**src/rtl/param_rf_mp.sv**
```systemverilog
// Multi-port register file with registered, write-first read data and a
// built-in sequential clear engine that zeroes storage after reset or on request.
//
// state    | meaning
// ---------+----------------------------------------------------------
// ST_CLEAR | zeroing one entry per cycle at ptr; writes blocked, q=0
// ST_IDLE  | normal read/write operation; clr starts a new clear
module param_rf_mp #(
    parameter int WIDTH     = 13,
    parameter int DEPTH     = 16,
    parameter int ADDR_BITS = 7,
    parameter int NWR       = 2,
    parameter int NRD       = 2
) (
    input  logic                     clk,
    input  logic                     reset_n,
    input  logic [NWR-1:0]           we,
    input  logic [NWR*ADDR_BITS-1:0] waddr,
    input  logic [NWR*WIDTH-1:0]     din,
    input  logic [NRD*ADDR_BITS-1:0] raddr,
    output logic [NRD*WIDTH-1:0]     q,
    input  logic                     clr,
    output logic                     busy
);

    localparam int PTR_W = (DEPTH > 1) ? $clog2(DEPTH) : 1;
    localparam logic [PTR_W-1:0]   PTR_LAST = PTR_W'(DEPTH - 1);
    localparam logic [ADDR_BITS:0] DEPTH_A  = (ADDR_BITS + 1)'(DEPTH);

    localparam logic [0:0] ST_IDLE  = 1'b0;
    localparam logic [0:0] ST_CLEAR = 1'b1;

    logic [0:0]                  state;
    logic [PTR_W-1:0]            ptr;
    logic [DEPTH-1:0][WIDTH-1:0] mem;
    logic [NWR-1:0]              wr_en;
    logic [NRD*WIDTH-1:0]        rd_val;
    logic [ADDR_BITS-1:0]        ra;
    logic                        load_zero;

    assign busy      = (state == ST_CLEAR);
    // q also zeroes in the cycle a clear is accepted, so no stale data escapes
    assign load_zero = busy || clr;

    always_comb begin
        wr_en = '0;
        for (int i = 0; i < NWR; i++) begin
            wr_en[i] = we[i] && (state == ST_IDLE) &&
                       ({1'b0, waddr[i*ADDR_BITS +: ADDR_BITS]} < DEPTH_A);
        end
    end

    // Later ports override earlier ones, giving highest-index priority on hits.
    always_comb begin
        rd_val = '0;
        ra     = '0;
        for (int j = 0; j < NRD; j++) begin
            ra = raddr[j*ADDR_BITS +: ADDR_BITS];
            if ({1'b0, ra} < DEPTH_A) begin
                rd_val[j*WIDTH +: WIDTH] = mem[ra[PTR_W-1:0]];
            end
            for (int i = 0; i < NWR; i++) begin
                if (wr_en[i] && (waddr[i*ADDR_BITS +: ADDR_BITS] == ra)) begin
                    rd_val[j*WIDTH +: WIDTH] = din[i*WIDTH +: WIDTH];
                end
            end
        end
    end

    // Storage carries no reset; the clear engine is what makes it defined.
    always_ff @(posedge clk) begin
        if (state == ST_CLEAR) begin
            mem[ptr] <= '0;
        end else begin
            for (int i = 0; i < NWR; i++) begin
                if (wr_en[i]) begin
                    mem[waddr[i*ADDR_BITS +: PTR_W]] <= din[i*WIDTH +: WIDTH];
                end
            end
        end
    end

    always_ff @(posedge clk or negedge reset_n) begin
        if (!reset_n) begin
            state <= ST_CLEAR;
            ptr   <= '0;
        end else begin
            case (state)
                ST_CLEAR: begin
                    if (ptr == PTR_LAST) begin
                        state <= ST_IDLE;
                        ptr   <= '0;
                    end else begin
                        ptr <= ptr + PTR_W'(1);
                    end
                end
                default: begin
                    if (clr) begin
                        state <= ST_CLEAR;
                        ptr   <= '0;
                    end
                end
            endcase
        end
    end

    always_ff @(posedge clk or negedge reset_n) begin
        if (!reset_n) begin
            q <= '0;
        end else begin
            q <= load_zero ? '0 : rd_val;
        end
    end

endmodule

```
**config.mk**
```make
export PLATFORM = sky130hd
export DESIGN_NAME = param_rf_mp
export DESIGN_NICKNAME = d
export VERILOG_FILES = /design/src/rtl/param_rf_mp.sv
export SDC_FILE = /design/constraint.sdc
export NUM_CORES = 1
export LEC_CHECK = 0
export CAP_MARGIN = 20
export CORE_MARGIN = 5
export CORE_UTILIZATION = 61
export CTS_BUF_LIST = sky130_fd_sc_hd__clkbuf_16
export DETAILED_ROUTE_END_ITERATION = 10
export PLACE_DENSITY = 0.79
export SLEW_MARGIN = 20
export SYNTH_ARGS = -nofsm -noshare
export SYNTH_HDL_FRONTEND = slang
export SYNTH_SLANG_ARGS = --single-unit
```
**constraint.sdc**
```tcl
create_clock -name clk -period 3.3 [get_ports clk]
set_clock_uncertainty 0.15 [all_clocks]
set_input_delay 0.66 -clock clk [delete_from_list [all_inputs] [get_ports clk]]
set_output_delay 0.66 -clock clk [all_outputs]
set_load 0.02 [all_outputs]
```
* Yosys cells after proc, flatten, opt, wreduce, memory -nomap -nowiden
Index checks and enable logic that the tools add are counted.
** Word-level totals
- Bits in registers :: 239
- Input port bits :: 59
- Output and inout port bits :: 27
- Logic and storage cells :: 82
** Operators by class
- Add/sub/neg operators :: 1
- Order comparisons :: 12
- Eq/ne operators :: 5
- Multiplexer cells :: 29
- Bitwise logic cells :: 3
- Reduce and logical (&&, ||, !) cells :: 13
** Operator list (count)
- $mux W208 :: 4
- $bwmux W208 :: 2
- $and A208 B208 Y208 :: 1
- $not A208 Y208 :: 1
- $demux W13 S4 :: 3
- $mux W13 :: 11
- $bmux W13 S4 :: 2
- $eq A7 B7 Y1 :: 4
- $lt A7 B5 Y1 const B :: 4
- $mux W26 :: 1
- $lt A4 B5 Y1 const B :: 5
- $ge A4 B1 Y1 const B :: 3
- $mux W4 :: 3
- $logic_and A1 B1 Y1 :: 11
- $add A4 B1 Y4 const B :: 1
- $eq A4 B4 Y1 const B :: 1
- $mux W1 :: 3
- $reduce_bool A2 Y1 :: 1
- $logic_or A1 B1 Y1 :: 1
- $not A1 Y1 :: 1

* Logic depth before layout (Yosys ltp)
- Depth in word-level cells :: 10
- Mapped depth :: 9
- Depth with buffers taken out :: 5

* Worst setup path before layout
OpenSTA, ideal clock, no wires.
- Path type :: input -> register
- Start :: input waddr[8]
- End :: register q[15]
- Setup time :: 0.137 ns
- Arrival time :: 2.388 ns
- Required time :: 3.013 ns
- Path slack :: 0.625 ns
- Stages on the path :: 8
- Path buffers :: 3
- Cell sequence :: clkbuf_1 -> xor2_1 -> or4_1 -> or3_1 -> clkbuf_1 -> buf_1 -> nand3_1 -> a31oi_1
** Between the ends
- Cells in the longest elaborated chain, start to end :: 5
- Elaborated cells on any way between the ends :: 6
- Those cells by class :: order compare (1); eq/ne (1); mux (2); reduce/logical (2)
** RTL lines
- start: declaration :: line 18 : input logic [NWR*ADDR_BITS-1:0] waddr,
- $lt A7 B5 Y1 :: line 49 : ({1'b0, waddr[i*ADDR_BITS +: ADDR_BITS]} < DEPTH_A);
- $logic_and A1 B1 Y1 :: line 48 : wr_en[i] = we[i] && (state == ST_IDLE) &&
- $logic_and A1 B1 Y1 * :: line 63 : if (wr_en[i] && (waddr[i*ADDR_BITS +: ADDR_BITS] == ra)) begin
- $mux W13 * :: line 63
- $mux W26 * :: line 111 : q <= load_zero ? '0 : rd_val;
- end signal: assignment :: line 111
- end: declaration :: line 21 : output logic [NRD*WIDTH-1:0] q,
Every way passes the cells marked *; elsewhere a longest branch is shown, timed or not.
A chain may end at the register's enable or synchronous reset.

* Worst setup path in the final report
- Start :: register state (netlist: busy)
- End :: output busy
** RTL lines
- start: declaration :: line 33 : logic [0:0] state;
- start signal: assignment :: line 85 : state <= ST_CLEAR;
- start signal: assignment :: line 91 : state <= ST_IDLE;
- start signal: assignment :: line 99 : state <= ST_CLEAR;
- end: declaration :: line 23 : output logic busy
No word-level cell between the ends.

==> results.json <==
{
  "p_per_area_mw_per_mm2": 561,
  "design_area_mm2": 0.0180,
  "status": "finished clean",
  "fillers": 1899,
  "p_leak_nw": 6.94,
  "cts_tree": "yes",
  "setup-tns-final_ns": 0,
  "critPathTopFamily": "flip-flops",
  "antenna_found_initial": 5,
  "crit_chain": "clkdlybuf4s50_1",
  "ys_types": 51,
  "path_class": "flip-flop to output pin",
  "holdCritPathClass": "input pin to async pin",
  "grt_pass1_vias": 15600,
  "rows": 58,
  "clk_pin_slew_worst_paths_ns": 0.06,
  "slew_headroom": 0.154,
  "cp_data_required_time_ns": 2.49,
  "cp_num_buf_inv": 1,
  "p_total_mw": 10.1,
  "routabilityCongestion": 1.15,
  "numCtsBuffers": 27,
  "worst_pin_slew_ns": 1.26,
  "async_flop_share": 0.130,
  "vias": 16600,
  "grt_first_pass_wirelength_um": 101000,
  "rsz0062_at_grt": "false",
  "initial_utilization": 0.617,
  "cpPeakStageDelay_ns": 0.79,
  "postCtsHoldBufs": 0,
  "cts.sinks": 239,
  "cts_max_level": 1,
  "syn_avg_cell_area_um2": 9.76,
  "hpwl_um": 46100,
  "crit_fanout": 24,
  "fin_crit_ns": 2.82,
  "area_growth_pct": 16.1,
  "fin_hold_ws_ns": 0.365,
  "worstSetupEndpointType": "output pin",
  "portBuffers": 85,
  "fin_crit_sh": 0.853,
  "drive_above_1_share": 0.190,
  "ios": 86,
  "globalRouteOverflowTotal": 0,
  "firstDrtPassIters": 9,
  "timing.fmax_ghz": 0.355,
  "core-area_mm2": 0.0251,
  "clock_path_buffers": 3,
  "wl_um": 68500,
  "wire_per_inst_um": 34.6,
  "worstSkewPairLatency_ns": 0.57,
  "finalMaxSlewViolations": 0,
  "dieWidth_um": 169,
  "drc": 0,
  "drv_cap": 0,
  "yosys_warnings": 0,
  "critPathArrivalTime_ns": 2.01,
  "grt_max_degree": 105,
  "cts.repair.resized": 0,
  "synth_nets": 1651,
  "irDropWorstVdd_mv": 0.434,
  "post-route-util": 0.717,
  "global_route.usage.total": 0.463,
  "post_cts_buffers": 0,
  "ant_nets": 0,
  "hold_violations": 0,
  "synthFlopType": "dfxtp_1",
  "cp_slowest_cell": "dfstp_4",
  "synth_edf_count": 0,
  "setup_viol": 0,
  "design.die.area_mm2": 0.0287,
  "vias_per_cell": 8.39,
  "post_dp_cell_area_mm2": 0.0172,
  "ys_ff_latch": 239,
  "syn-cell-area_mm2": 0.0155,
  "layout.nets": 1692,
  "dieHeight_um": 169,
  "drt_iter0_drc": 3983,
  "synth-seq-area-share": 0.319,
  "syn_inst": 1588,
  "start_kind": "flip-flop",
  "root_buffer": "clkbuf_16"
}
[area by class of cell]
class / count / area, µm² / share of cell area
multi-input combinational: 1125 / 9710 / 0.540
sequential: 239 / 4940 / 0.275
timing repair buffer: 232 / 2110 / 0.117
clock buffer: 27 / 676 / 0.0375
tap: 330 / 413 / 0.0229
clock inverter: 22 / 121 / 0.00674
inverter: 4 / 15.0 / 0.000834
antenna: 3 / 7.51 / 0.000417
[Yosys cell counts (all sizes together) (3+ instances only)]
library cell,number,area (µm²)
a21oi,246,1230
a221o,208,2080
a22o,208,1820
dfxtp,208,4160
clkbuf,160,601
mux4,102,2300
buf,60,289
nand2,51,191
a22oi,49,368
nand3,46,230
nor2,36,138
nor2b,35,219
dfrtp,30,751
and2,20,125
a31oi,17,106
xor2,15,131
o21ai,14,70.1
nor3,13,96.4
nor4,9,75.1
xnor2,8,70.1
nand4,6,37.5
and3,4,25.0
ha,4,50.1
inv,4,15.0
mux2i,3,30.0
nand2b,3,18.8
o22ai,3,18.8
or3,3,18.8
[registers in the layout, indices dropped and copies added (netlist names)]
signal / flops
q: 26
busy: 1
mem: 208
ptr: 4
[kinds of logic (layout without fill, tap and decap cells)]
family	after synthesis	count (layout)	synth area share
adders and majority gates	4	4	0.00323
DFF	239	239	0.319
buffers and inverters	224	285	0.0583
other	0	3	0
muxes	107	107	0.152
and+or+nand+nor	238	238	0.0834
xor gates and xnor gates	23	23	0.0130
AOI/OAI and AO/OA	753	753	0.372
[metal layers]
metal,track usage,up-vias,share of wire,wire length [µm]
met5,0,-,0.00050,34
met4,0.248,6,0.080,5450
met3,0.188,399,0.18,12500
met2,0.646,1734,0.40,27300
met1,0.615,7928,0.34,23200
li1,-,6564,-,-
[cells in the final DEF, fill, tap and decap left out, types with 7 or more instances in the layout]
cell / n
o21ai_0: 14
buf_4: 135
xor2_1: 15
a21oi_1: 246
clkbuf_16: 27
nand2_1: 51
a221o_1: 208
nor2_1: 32
buf_12: 14
clkinv_2: 7
nor2b_1: 34
xnor2_1: 8
dfxtp_1: 208
mux4_2: 102
nor3_1: 8
inv_1: 11
dfrtp_1: 30
a31oi_1: 17
clkdlybuf4s50_1: 81
a22o_1: 208
nand3_1: 46
a22oi_1: 49
and2_1: 19
[worst register-to-register path: stages, from the launching register on]
cell and delay (ns):
dfstp_4 0.57, or4b_4 0.65, or2_2 0.31, or3_1 0.62
o211ai_1 0.23, a21oi_1 0.11
[metrics by stage]
stage,instances,setup slack (ns)
finish,1982,0.484
global route,1979,0.428
detailed placement,1930,0.00554
CTS,1979,0.502
global placement,1930,0.0168
floorplan,1588,0.625
[power by group]
part	switching, mW	internal (mW)	total, mW
logic	1.94	1.49	3.43
registers	0.507	3.33	3.84
clock network	1.29	1.55	2.84
total	3.74	6.37	10.1
[path summary, 6_finish.rpt]
| check | start | endpoint | slack, ns | cells past startpoint |
|---|---|---|---|---|
| max | busy$_DFF_PN1_ | busy | 0.48 | 1 |
| min | reset_n | q[17]$_DFF_PN0_ | 0.36 | 2 |
| max reg2reg | busy$_DFF_PN1_ | q[12]$_DFF_PN0_ | 0.54 | 5 |
| min reg2reg | mem[120]$_DFF_P_ | mem[120]$_DFF_P_ | 0.38 | 1 |
| max in group asynchronous | reset_n | busy$_DFF_PN1_ | 2.31 | 2 |
| min in group clk | mem[120]$_DFF_P_ | mem[120]$_DFF_P_ | 0.38 | 1 |
Note: power is estimated with default switching activity, not from simulation.
